## src/rtl/mem_arbiter.sv

```systemverilog
// Single-port memory arbiter: data beats fetch, fetch wins after STARVE_MAX data grants; LATENCY+3 cycles per access.
// No backpressure on the memory side; requesters hold req until their ready pulse, stall_* freeze the pipeline meanwhile.
module mem_arbiter #(
  parameter int ADDR_W     = 32,
  parameter int DATA_W     = 32,
  parameter int LATENCY    = 2,
  parameter int STARVE_MAX = 2
) (
  input  logic              clk,
  input  logic              reset,
  input  logic              if_req,
  input  logic [ADDR_W-1:0] if_addr,
  output logic [DATA_W-1:0] if_rdata,
  output logic              if_ready,
  input  logic              d_req,
  input  logic              d_we,
  input  logic [ADDR_W-1:0] d_addr,
  input  logic [DATA_W-1:0] d_wdata,
  output logic [DATA_W-1:0] d_rdata,
  output logic              d_ready,
  output logic              stall_if,
  output logic              stall_d,
  output logic              busy,
  output logic              mem_en,
  output logic              mem_we,
  output logic [ADDR_W-1:0] mem_addr,
  output logic [DATA_W-1:0] mem_wdata,
  input  logic [DATA_W-1:0] mem_rdata
);

  localparam int WC_W = $clog2(LATENCY + 1);
  localparam int SC_W = $clog2(STARVE_MAX + 1);

  typedef enum logic [1:0] {IDLE, ISSUE, WAIT, DONE} state_t;

  state_t            state_q, state_d;
  logic              owner_d;
  logic [WC_W-1:0]   wait_cnt;
  logic [SC_W-1:0]   starve_cnt;
  logic              any_req, grant_d, last_wait;

  assign any_req   = if_req | d_req;
  assign grant_d   = d_req & (~if_req | (starve_cnt != SC_W'(STARVE_MAX)));
  assign last_wait = (state_q == WAIT) && (wait_cnt == WC_W'(1));

  assign stall_if = if_req & ~if_ready;
  assign stall_d  = d_req & ~d_ready;

  always_ff @(posedge clk) begin
    if (reset) state_q <= IDLE;
    else       state_q <= state_d;
  end

  always_comb begin
    state_d = state_q;
    case (state_q)
      IDLE:    if (any_req) state_d = ISSUE;
      ISSUE:   state_d = WAIT;
      WAIT:    if (last_wait) state_d = DONE;
      DONE:    state_d = IDLE;
      default: state_d = IDLE;
    endcase
  end

  always_ff @(posedge clk) begin
    if (reset) begin
      owner_d    <= 1'b0;
      wait_cnt   <= '0;
      starve_cnt <= '0;
      mem_en     <= 1'b0;
      mem_we     <= 1'b0;
      mem_addr   <= '0;
      mem_wdata  <= '0;
      if_rdata   <= '0;
      d_rdata    <= '0;
      if_ready   <= 1'b0;
      d_ready    <= 1'b0;
      busy       <= 1'b0;
    end else begin
      mem_en   <= 1'b0;
      if_ready <= 1'b0;
      d_ready  <= 1'b0;
      busy     <= (state_d != IDLE);
      case (state_q)
        IDLE: begin
          if (any_req) begin
            owner_d   <= grant_d;
            mem_en    <= 1'b1;
            mem_addr  <= grant_d ? d_addr : if_addr;
            mem_we    <= grant_d & d_we;
            mem_wdata <= grant_d ? d_wdata : '0;
            // Count only data grants that made a waiting fetch lose.
            if (grant_d && if_req) begin
              if (starve_cnt != SC_W'(STARVE_MAX)) starve_cnt <= starve_cnt + SC_W'(1);
            end else begin
              starve_cnt <= '0;
            end
          end
        end
        ISSUE: wait_cnt <= WC_W'(LATENCY);
        WAIT: begin
          wait_cnt <= wait_cnt - WC_W'(1);
          if (last_wait) begin
            if (owner_d) begin
              if (!mem_we) d_rdata <= mem_rdata;
              d_ready <= 1'b1;
            end else begin
              if_rdata <= mem_rdata;
              if_ready <= 1'b1;
            end
          end
        end
        default: ;
      endcase
    end
  end

endmodule

```

## config.mk

```make
export PLATFORM = sky130hd
export DESIGN_NAME = mem_arbiter
export DESIGN_NICKNAME = d
export VERILOG_FILES = /design/src/rtl/mem_arbiter.sv
export SDC_FILE = /design/constraint.sdc
export NUM_CORES = 1
export LEC_CHECK = 0
export CAP_MARGIN = 0
export CORE_AREA = 5 5 121 123
export CTS_CLUSTER_SIZE = 8
export DETAILED_ROUTE_END_ITERATION = 16
export DIE_AREA = 0 0 126 128
export PLACE_DENSITY = 0.75
export SKIP_CTS_REPAIR_TIMING = 1
export SYNTH_ARGS = -nofsm -noshare
export SYNTH_HDL_FRONTEND = slang
export SYNTH_SLANG_ARGS = --single-unit
```

## constraint.sdc

```tcl
create_clock -name clk -period 1.73 [get_ports clk]
set_input_delay 0.173 -clock clk [delete_from_list [all_inputs] [get_ports clk]]
set_output_delay 0.173 -clock clk [all_outputs]
set_load 0.02 [all_outputs]
```

# --- After elaboration in Yosys (flattened, before gate mapping) ---
# Cells that the tools add are included.
totals:
  reg_bits: 140
  input_bits: 133
  out_inout_bits: 135
classes:
  eq_ne: 6
  n_reduce_logical: 11
  mux: 11
  n_bitwise: 14
  add_sub_neg: 2
ops:
  columns: ["op", "count"]
  rows:
  - ["32-bit two-way mux", 2]
  - ["2-bit two-way mux", 4]
  - ["1-bit NOT", 8]
  - ["2-bit one-hot mux with 4 select lines", 1]
  - ["3-bit AND reduction", 2]
  - ["1-bit bitwise AND", 4]
  - ["2-bit by 1-bit equality test with 1-bit output (second input constant)", 2]
  - ["2-bit equality test (second input constant)", 2]
  - ["2-bit one-hot mux with 2 select lines", 1]
  - ["4-bit AND reduction", 1]
  - ["2-bit nonzero test", 2]
  - ["1-bit two-way mux", 3]
  - ["3-bit OR reduction", 1]
  - ["2-bit by 1-bit adder with 2-bit output (second input constant)", 1]
  - ["1-bit logical AND", 2]
  - ["2-bit zero test", 1]
  - ["2-bit by 1-bit inequality test with 1-bit output (second input constant)", 1]
  - ["2-bit inequality test (second input constant)", 1]
  - ["1-bit bitwise OR", 2]
  - ["2-bit AND reduction", 1]
  - ["2-bit OR reduction", 1]
  - ["2-bit by 1-bit subtractor with 2-bit output (second input constant)", 1]

# --- Logic depth before layout (Yosys ltp) ---
# Gate-level depths: netlist of the first run.
logic_depth:
  ltp_word: 6
  depth_mapped: 8

# --- Worst setup path after synthesis of the first run ---
# No wires, ideal clock.
synth_timing:
  kind: "reg2reg"
  from: "reg state_q[0]"
  to: "reg d_rdata[0]"
  setup_ns: 0.071
  path_buffers: 3
  setup_slack_ns: 0.200
  arrival_time_ns: 1.460
  t_required_ns: 1.659
  path_stages_with_launch: 9
  path_cell_list: "dfxtp_1 inv_1 ha_1 clkbuf_1 and4b_1 clkbuf_1 buf_2 nand2_1 a21oi_1"
synth_via:
  elab_chain_cells: 3
synth_rtl:
  columns: ["element", "line_no", "text"]
  rows:
  - ["start: declaration", "36", "state_t state_q, state_d;"]
  - ["start signal: assignment", "51", "else state_q <= state_d;"]
  - ["2-bit equality test *", "44, 84", null]
  - ["1-bit logical AND", "44", "assign last_wait = (state_q == WAIT) && (wait_cnt == WC_W'(1));"]
  - ["4-bit AND reduction (no source line) *", null, null]
  - ["end signal: assignment", "105", "if (!mem_we) d_rdata <= mem_rdata;"]
  - ["end: declaration", "19", "output logic [DATA_W-1:0] d_rdata,"]
# Mark *: on every way between the ends. The rest lies on a longest branch, timed or not.
# A chain may end at the register's enable or synchronous reset.

# --- Worst setup path in the final report of the first run ---
layout_timing:
  from: "reg if_ready"
  to: "out stall_if"
layout_via:
  elab_chain_cells: 2
layout_rtl:
  columns: ["element", "line_no", "text"]
  rows:
  - ["start: declaration", "14", "output logic if_ready,"]
  - ["start signal: assignment", "76", "if_ready <= 1'b0;"]
  - ["start signal: assignment", "81", "if_ready <= 1'b0;"]
  - ["start signal: assignment", "109", "if_ready <= 1'b1;"]
  - ["1-bit NOT", "46", "assign stall_if = if_req & ~if_ready;"]
  - ["1-bit bitwise AND", "46", null]
  - ["end: declaration", "21", "output logic stall_if,"]
# Every way passes these cells.

==> run metrics, run 1 <==
register bit total from synthesis between 100 and 150; Final period util between 90% and 100%; Pre-antenna DRT Iters 4; total track usage between 20% and 30%; sequential area share after synthesis between 50% and 60%; CTS tree built; Core Rows 43; wire per inst about 16 um; setup violators final 0; DR vias/cell 5.013; Crit Path Max Fanout 2; filler cell count about 1200; Initial Util between 30% and 40%; Num CTS Buffers 17; hold depth 2; Fin. Hold Viols 0; hold crit path type in2reg; maxcap violations 0; Synthesized Nets between 700 and 800; Slew @ Worst Pin about 310 ps; Post-Route Skew roughly 5.0 ps; register area ~2800 um2; initial antenna violation count 0; multi-input logic area roughly 2000 um2; gp weighted congestion ~0.85; VDD IR max 717.5 uV; # diodes 0; required time of the critical path between 1500 and 2000 ps; vias in the first global route 5334; synth unique cells 33; LEAKAGE approximately 0.0031 uW; Area Growth Syn to Fin 68.56%; crit end category output pin; EDFF count, synth 0; Syn Area/Cell just under 9 um2; I/O pins around 270; Reg2Reg Depth 6; Ys Warns 0; PwrDens around 1300 nW/um2; Post-synth top flop dfxtp_1; WL final roughly 17000 um; core area between 10000 and 15000 um2; IO Port Bufs between 200 and 300; share of layout cells above drive strength 1 5.738%; setup_tns 0 ps; Core Util, Final 63.12%; cell area after synthesis 5077 um2; Die Ht approximately 130 um; clock root buffer master clkbuf_16; DRT iter0 DRCs approximately 270; Clk Latency, worst-skew pair about 400 ps; CTS clk-pin slew, worst paths 50 ps; total gr overflow 0; setup slack at placement -92.33 ps; Setup CP Type reg2out; nets 980; Max Freq 614.6 MHz; clk sink count between 100 and 150; RSZ-0062 raised after global routing no; CP arrival 1450 ps; status complete, no violations; largest net degree at the start of global routing 65; vias slightly above 5000; Async SR Flop Fraction 0%; Routed Antenna Nets 0; Slew Limit Fails 0; HPWL after detailed placement 12290 um; Tmin final 1627 ps; most frequent cells in the layout clkdlybuf4s50_1, nand2_1, dfxtp_1; Mapped Cells roughly 600; Final Worst Setup Slack roughly 100 ps; CTS max path bufs 2; H-tree levels 4; first-pass GRT wire length 26750 um; Die X about 130 um; die area roughly 16000 um2; remaining routing DRC violations 0; commonest non-fill, non-tap cell in the layout clkdlybuf4s50_1; startpoint type of the worst setup path register; max_slew headroom between 70% and 80%
-- flip-flops by register name (all words and copies together), names as in the netlist --
signal and flops:
owner_d 1, d_ready 1, mem_en 1, d_rdata 32, mem_we 1, starve_cnt 2, wait_cnt 2, busy 1
if_ready 1, if_rdata 32, mem_addr 32, state_q 2, mem_wdata 32
-- per-layer routing --
layer,up-vias,GRT usage [%],share of wire [%]
met5,-,0,0
li1,2506,-,-
met4,0,9.527,3.3
met3,39,7.750,9.9
met1,2392,22.76,39
met2,246,35.21,48
-- cell families (layout without fill, tap and decap cells) --
| family | count (synthesis) | in the layout | synth area share [%] |
|---|---|---|---|
| flip-flops | 140 | 140 | 55.20 |
| adder cells (fa/ha/maj) | 5 | 5 | 1.232 |
| AO/OA/AOI/OAI | 174 | 174 | 21.76 |
| AND/OR/NAND/NOR | 215 | 215 | 17.00 |
| buffers and inverters | 53 | 320 | 4.805 |
-- through the flow --
stage / total power [uW] / instances / cell area (um2) / hold slack [ps]
after floorplan: 6094 / 587 / 5077 / 305.6
after global placement: 7787 / 1003 / 7998 / 440.5
after detailed placement: 7922 / 1003 / 7998 / 445.3
after CTS: 11380 / 1034 / 8549 / 130.1
after global routing: 11870 / 1034 / 8558 / 138.2
final: 11250 / 1034 / 8558 / 149.9
-- final cells by class --
type                            instances  share of cell area [%]
Timing Repair Buffer                  284                   34.08
Sequential cell                       140                   32.75
Multi-Input combinational cell        394                   23.87
Clock buffer                           23                   5.351
Tap cell                              180                   2.632
Clock inverter                          8                   1.096
Inverter                                5                  0.2193
-- cells in the mapped netlist (all sizes together), types with 2 or more instances --
master	number	area, um2
o21ai	3	15.01
nor2	40	150.1
a22o	33	289.0
ha	5	62.56
a211oi	32	240.2
buf	23	131.4
a21oi	97	485.5
inv	5	18.77
nor2b	3	18.77
dfxtp	140	2803
nand2b	2	12.51
nand2	161	604.3
clkbuf	25	93.84
nand3b	2	15.01
-- worst paths after layout --
| path | startpoint | endpoint | slack [ps] |
|---|---|---|---|
| setup reg to reg | state_q[0]$_SDFF_PP0_ | mem_addr[22]$_SDFFE_PP0P_ | 170 |
| hold / removal | reset | d_ready$_SDFF_PP0_ | 150 |
| hold reg to reg | d_rdata[27]$_SDFFE_PP0P_ | d_rdata[27]$_SDFFE_PP0P_ | 450 |
| setup / recovery | if_ready$_SDFF_PP0_ | stall_if | 100 |
-- power by group --
group | internal (uW) | switching, uW | leakage [uW]
Combinational | 1830 | 1990 | 0.00171
Clock | 2140 | 1250 | 0.000275
Sequential | 3750 | 284 | 0.00114
-- critical path, cell delays in order (launching register included) --
cell             delay [ps]
dfxtp_1                 310
nor2b_1                 100
clkdlybuf4s50_1         640
(Power assumes the default switching activity.)
==> inputs of run 2 (changes only) <==
SLEW_MARGIN = 20   (was default)
==> results of run 2 <==
Same layout as run 1: the final DEF is identical, and so are final timing and power.
